## config.mk

```make
export PLATFORM = sky130hd
export DESIGN_NAME = result_byte_tx
export DESIGN_NICKNAME = d
export VERILOG_FILES = /design/src/rtl/result_byte_tx_pkg.sv /design/src/rtl/result_byte_tx_byte_sel.sv /design/src/rtl/result_byte_tx.sv
export SDC_FILE = /design/constraint.sdc
export NUM_CORES = 1
export LEC_CHECK = 0
export CAP_MARGIN = 20
export CORE_MARGIN = 2
export CORE_UTILIZATION = 51
export CTS_CLUSTER_DIAMETER = 100
export DETAILED_ROUTE_END_ITERATION = 7
export PLACE_DENSITY = 0.85
export SLEW_MARGIN = 20
export SYNTH_ARGS = -nofsm -noshare
export SYNTH_HDL_FRONTEND = slang
export SYNTH_SLANG_ARGS = --single-unit
```

## constraint.sdc

```tcl
create_clock -name clk -period 3.1 [get_ports clk]
set_input_delay 0.775 -clock clk [delete_from_list [all_inputs] [get_ports clk]]
set_output_delay 0.775 -clock clk [all_outputs]
set_load 0.01 [all_outputs]
```

## src/rtl/result_byte_tx_pkg.sv

```systemverilog
// Shared definitions for the byte-wise operand/result path: tag codes, byte width
// and the transmit state encoding.
package result_byte_tx_pkg;

  localparam int BYTE_W = 8;

  // Tag codes shown on the display next to the byte index ("A1", "C4", ...).
  localparam logic [3:0] TAG_A = 4'hA;
  localparam logic [3:0] TAG_B = 4'hB;
  localparam logic [3:0] TAG_R = 4'hC;

  typedef enum logic [1:0] {
    TX_IDLE,
    TX_SEND,
    TX_CHK,
    TX_FIN
  } tx_state_t;

endpackage

```

## src/rtl/result_byte_tx_byte_sel.sv

```systemverilog
// Combinational byte mux: picks byte number idx (1-based) out of a word, either
// from the bottom (MSB_FIRST=0) or from the top (MSB_FIRST=1). Out-of-range idx gives 0.
module result_byte_tx_byte_sel
  import result_byte_tx_pkg::*;
#(
  parameter int NBYTES    = 4,
  parameter int MSB_FIRST = 0,
  parameter int IDX_W     = 3
) (
  input  logic [BYTE_W*NBYTES-1:0] word,
  input  logic [IDX_W-1:0]         idx,
  output logic [BYTE_W-1:0]        sel
);

  always_comb begin
    // NOTE: every output of a combinational block gets a default first, so no path
    // leaves it unassigned and no latch is inferred.
    sel = '0;
    for (int i = 0; i < NBYTES; i++) begin
      if (idx == IDX_W'(i + 1)) begin
        sel = (MSB_FIRST != 0) ? word[(NBYTES-1-i)*BYTE_W +: BYTE_W]
                               : word[i*BYTE_W +: BYTE_W];
      end
    end
  end

endmodule

```

## src/rtl/result_byte_tx.sv

```systemverilog
// Serializes a tagged word onto an 8-bit valid/ready byte bus, one byte per handshake.
// Define RESULT_BYTE_TX_CHECKSUM_EN to append an XOR checksum byte after the data bytes.
module result_byte_tx
  import result_byte_tx_pkg::*;
#(
  parameter int NBYTES    = 4,
  parameter int MSB_FIRST = 0
) (
  input  logic                     clk,
  input  logic                     reset,
  input  logic [BYTE_W*NBYTES-1:0] word_in,
  input  logic [3:0]               tag_in,
  input  logic                     load_valid,
  output logic                     load_ready,
  output logic [BYTE_W-1:0]        byte_out,
  output logic                     byte_valid,
  input  logic                     byte_ready,
  output logic [2:0]               byte_idx,
  output logic [3:0]               tag_out,
  output logic                     busy,
  output logic                     done
);

  localparam int               CNT_W = $clog2(NBYTES + 2);
  localparam logic [CNT_W-1:0] LAST  = CNT_W'(NBYTES);

  tx_state_t                state, state_d;
  logic [CNT_W-1:0]         cnt, cnt_d;
  logic [BYTE_W*NBYTES-1:0] word_q;
  logic [3:0]               tag_q;
  logic                     load_fire;
  logic [BYTE_W-1:0]        data_byte;

  result_byte_tx_byte_sel #(
    .NBYTES    (NBYTES),
    .MSB_FIRST (MSB_FIRST),
    .IDX_W     (CNT_W)
  ) u_byte_sel (
    .word (word_q),
    .idx  (cnt),
    .sel  (data_byte)
  );

`ifdef RESULT_BYTE_TX_CHECKSUM_EN
  logic [BYTE_W-1:0] chk_byte;

  always_comb begin
    chk_byte = '0;
    for (int i = 0; i < NBYTES; i++) chk_byte ^= word_q[i*BYTE_W +: BYTE_W];
  end
`endif

  always_ff @(posedge clk or posedge reset) begin
    // NOTE: state is updated with non-blocking assignments so every register
    // samples the pre-edge values, independent of statement order.
    if (reset) begin
      state  <= TX_IDLE;
      cnt    <= '0;
      word_q <= '0;
      tag_q  <= '0;
    end else begin
      state <= state_d;
      cnt   <= cnt_d;
      if (load_fire) begin
        word_q <= word_in;
        tag_q  <= tag_in;
      end
    end
  end

  always_comb begin
    state_d    = state;
    cnt_d      = cnt;
    load_fire  = 1'b0;
    load_ready = 1'b0;
    byte_valid = 1'b0;
    byte_out   = '0;
    busy       = 1'b1;
    done       = 1'b0;
    case (state)
      TX_IDLE: begin
        load_ready = 1'b1;
        busy       = 1'b0;
        if (load_valid) begin
          load_fire = 1'b1;
          cnt_d     = CNT_W'(1);
          state_d   = TX_SEND;
        end
      end
      TX_SEND: begin
        byte_valid = 1'b1;
        byte_out   = data_byte;
        if (byte_ready) begin
          if (cnt == LAST) begin
`ifdef RESULT_BYTE_TX_CHECKSUM_EN
            cnt_d   = cnt + CNT_W'(1);
            state_d = TX_CHK;
`else
            state_d = TX_FIN;
`endif
          end else begin
            cnt_d = cnt + CNT_W'(1);
          end
        end
      end
`ifdef RESULT_BYTE_TX_CHECKSUM_EN
      TX_CHK: begin
        byte_valid = 1'b1;
        byte_out   = chk_byte;
        if (byte_ready) state_d = TX_FIN;
      end
`endif
      TX_FIN: begin
        done    = 1'b1;
        cnt_d   = '0;
        state_d = TX_IDLE;
      end
      default: begin
        cnt_d   = '0;
        state_d = TX_IDLE;
      end
    endcase
  end

  assign byte_idx = 3'(cnt);
  assign tag_out  = tag_q;

endmodule

```

==> out/metrics.yaml <==
route:
  first_pass_iters: 4
  drt-total-wl_mm: 4.42
  ant_nets: 0
  route.vias.total: 1448
  vias_per_cell: 5.51
  drtIter0Drc: 146
  wl_per_cell_um: 16.8
  route.detailed.drc: 0
power:
  switchingPower_mw: 0.850
  netSwitchingFraction_pct: 33.4
  pwr-share-comb_pct: 47.9
  clockPowerShare_pct: 13.1
  p_total_mw: 2.54
  internal_power_mw: 1.69
  p_leak_nw: 1.27
  powerDensity_nw_per_um2: 922
  seq_power_share_pct: 39.0
  ir_worst_vdd_mv: 0.468
timing:
  fin_crit_sh_pct: 96.5
  fin_crit_ns: 2.99
  tns_ns: 0
  clock.fmax_ghz: 0.334
  relSlewSlack_pct: 57.4
  grt_setup_unrepaired: "false"
  report.final.slew_viol_count: 0
  setup_viol: 0
  hold_violations: 0
  skew_ns: 0.00722
  worst_pin_slew_ns: 0.640
  whs_ns: 0.513
worst_setup_path:
  cp_max_fo: 9
  cp_cell_sequence: "ha_1 -> ha_2 -> nor2_2 -> nand2_2 -> o22ai_1 -> clkdlybuf4s50_1"
  max_stage_delay_ns: 0.56
  crit_path_start_kind: "flop"
  crit_required_ns: 2.32
  slowest_stage: "clkdlybuf4s50_1"
  cp_data_arrival_time_ns: 2.22
  criticalPathCategory: "flop to output pin"
  end_kind: "output pin"
synthesis:
  synth.distinct_cells: 29
  synthArstFlopShare_pct: 100
  synth-edff-count: 0
  seq_area_frac_synth_pct: 49.0
  netlist_area_um2: 2090
  synthTopCellsByArea: "dfrtp_1 49%, mux2_4 22%, buf_12 3.8%, mux2_2 3.2%, ha_1 3.0%"
  avgSynthCellArea_um2: 13.5
  synth_top_cell_by_area: "dfrtp_1"
  yosys_warnings: 0
  synthCells: 155
  synth.top_cell.area_share_pct: 49.0
  synth-seq-cells: 41
  synth_ff_type: "dfrtp_1"
  syn_nets: 200
clock_tree:
  h-tree-depth: 2
  clkLatencyLatePin_ns: 0.30
  clockBufferDepth: 2
  root_buffer: "clkbuf_8"
  path_clk_slew_ns: 0.08
  cts_tree: "done"
  cts_setup_buffers: 0
  cts_hold_buf: 0
  cts_sinks: 41
  cts_inserted_buffers: 5
layout:
  layout-drive-gt1-share_pct: 26.8
  utilization_pct: 69.4
  antennaDiodeCount: 0
  layout_common_cells: "55 x clkdlybuf4s50_1, 39 x dfrtp_1, 30 x mux2_4, 8 x and3_1"
  final_nets: 257
  final_common_cell: "clkdlybuf4s50_1"
  fillerInstances: 294
  syn_to_final_growth_pct: 31.8
die:
  start_util_pct: 52.7
  die_area_um2: 4630
  row_count: 23
  core_um2: 3970
  die_h_um: 68.0
  boundaryPins: 59
  die_w_um: 68.0
placed_design:
  gp_congestion: 0.845
  hpwl_mm: 3.15
  numPortBuffers: 58
grt:
  grt_start_max_net_pins: 42
  antenna_found_initial: 0
  grt_usage_pct: 20.6
  grt-ovfl-total: 0
  grt_pass1_wl_mm: 6.76
  grt_pass1_vias: 1404
flow_run:
  max_cap_viol_count: 0
outcome:
  status: "finished, final reports clean"
min_path:
  min_path_type: "flop to flop"
## power by group through the flow
stage                     Clock [mW]  Sequential (mW)  Combinational (mW)
after global routing           0.361             1.02                1.31
after floorplan                    0            0.929               0.795
after detailed placement           0            0.986                1.19
final                          0.332            0.991                1.22
after CTS                      0.340            0.985                1.21
after global placement             0            0.978                1.16
## kinds of logic (layout without fill, tap and decap cells)
kind of cell               count (synthesis)  after routing  synth area share, %
and+or+nand+nor                           29             29                 8.37
muxes                                     37             37                 25.3
adders and majority gates                  5              5                 2.99
DFF                                       41             41                 49.0
AOI/OAI and AO/OA                         27             27                 8.25
buffers and inverters                     16             74                 6.04
## timing repair
action                     in CTS  in global routing
resized for setup               6                  7
setup endpoints to repair       8                  7
hold endpoints to repair        0                  0
## worst paths after layout
path	from	endpoint	slack [ns]	cells after the start
worst max-delay path	byte_idx[0]	byte_out[1]	0.11	6
worst min-delay path	tag_out[3]	tag_out[3]	0.51	1
worst max register to register	byte_idx[0]	byte_idx[0]	1.16	5
worst min register to register	tag_out[3]	tag_out[3]	0.51	1
max in group asynchronous	reset	byte_idx[2]	1.83	3
min in group asynchronous	reset	tag_out[1]	0.89	3
## Yosys cell counts, types with 3 or more instances
cell type / n
a21oi_1: 6
a31oi_1: 7
and3_1: 8
and3b_1: 5
buf_12: 4
clkbuf_1: 3
dfrtp_1: 41
ha_1: 5
inv_1: 6
mux2_2: 6
mux2_4: 30
nand2_1: 4
nor2_1: 4
o22ai_1: 7
## worst max-delay path: cells and delay by family (launching register included)
| family | cells | cell delay (ns) |
|---|---|---|
| AO/OA/AOI/OAI | 1 | 0.16 |
| adder cells (fa/ha/maj) | 2 | 0.46 |
| buffers and inverters | 1 | 0.56 |
| flip-flops | 1 | 0.45 |
| AND/OR/NAND/NOR | 2 | 0.29 |
## metrics by stage
step | worst slack (ns) | instances | instance area [um2]
after CTS | 0.0771 | 263 | 2740
after global routing | 0.0229 | 263 | 2760
after global placement | 0.312 | 255 | 2640
after detailed placement | 0.264 | 255 | 2640
after floorplan | 0.734 | 155 | 2090
final | 0.110 | 263 | 2760
## flip-flops by register name, indices dropped and copies added, names as in the netlist
signal    cells
word_q       32
tag_out       4
byte_idx      3
state         2
## per-layer routing
| metal | share of wire [%] | vias up | GRT usage [%] |
|---|---|---|---|
| li1 | - | 675 | - |
| met1 | 45 | 702 | 27.0 |
| met2 | 46 | 62 | 30.7 |
| met3 | 6.4 | 9 | 5.43 |
| met4 | 2.0 | 0 | 11.8 |
| met5 | 0 | - | 0 |
## area by class of cell
type                       instances  area (um2)  share of cell area [%]
multi-input combinational         98         962                    34.9
clock inverter                     2        10.0                   0.363
timing repair buffer              59         596                    21.6
clock buffer                       6        72.6                    2.63
sequential                        41        1030                    37.3
inverter                           7        26.3                   0.953
tap                               50        62.6                    2.27
No activity file was read; power rests on OpenSTA's default activity.
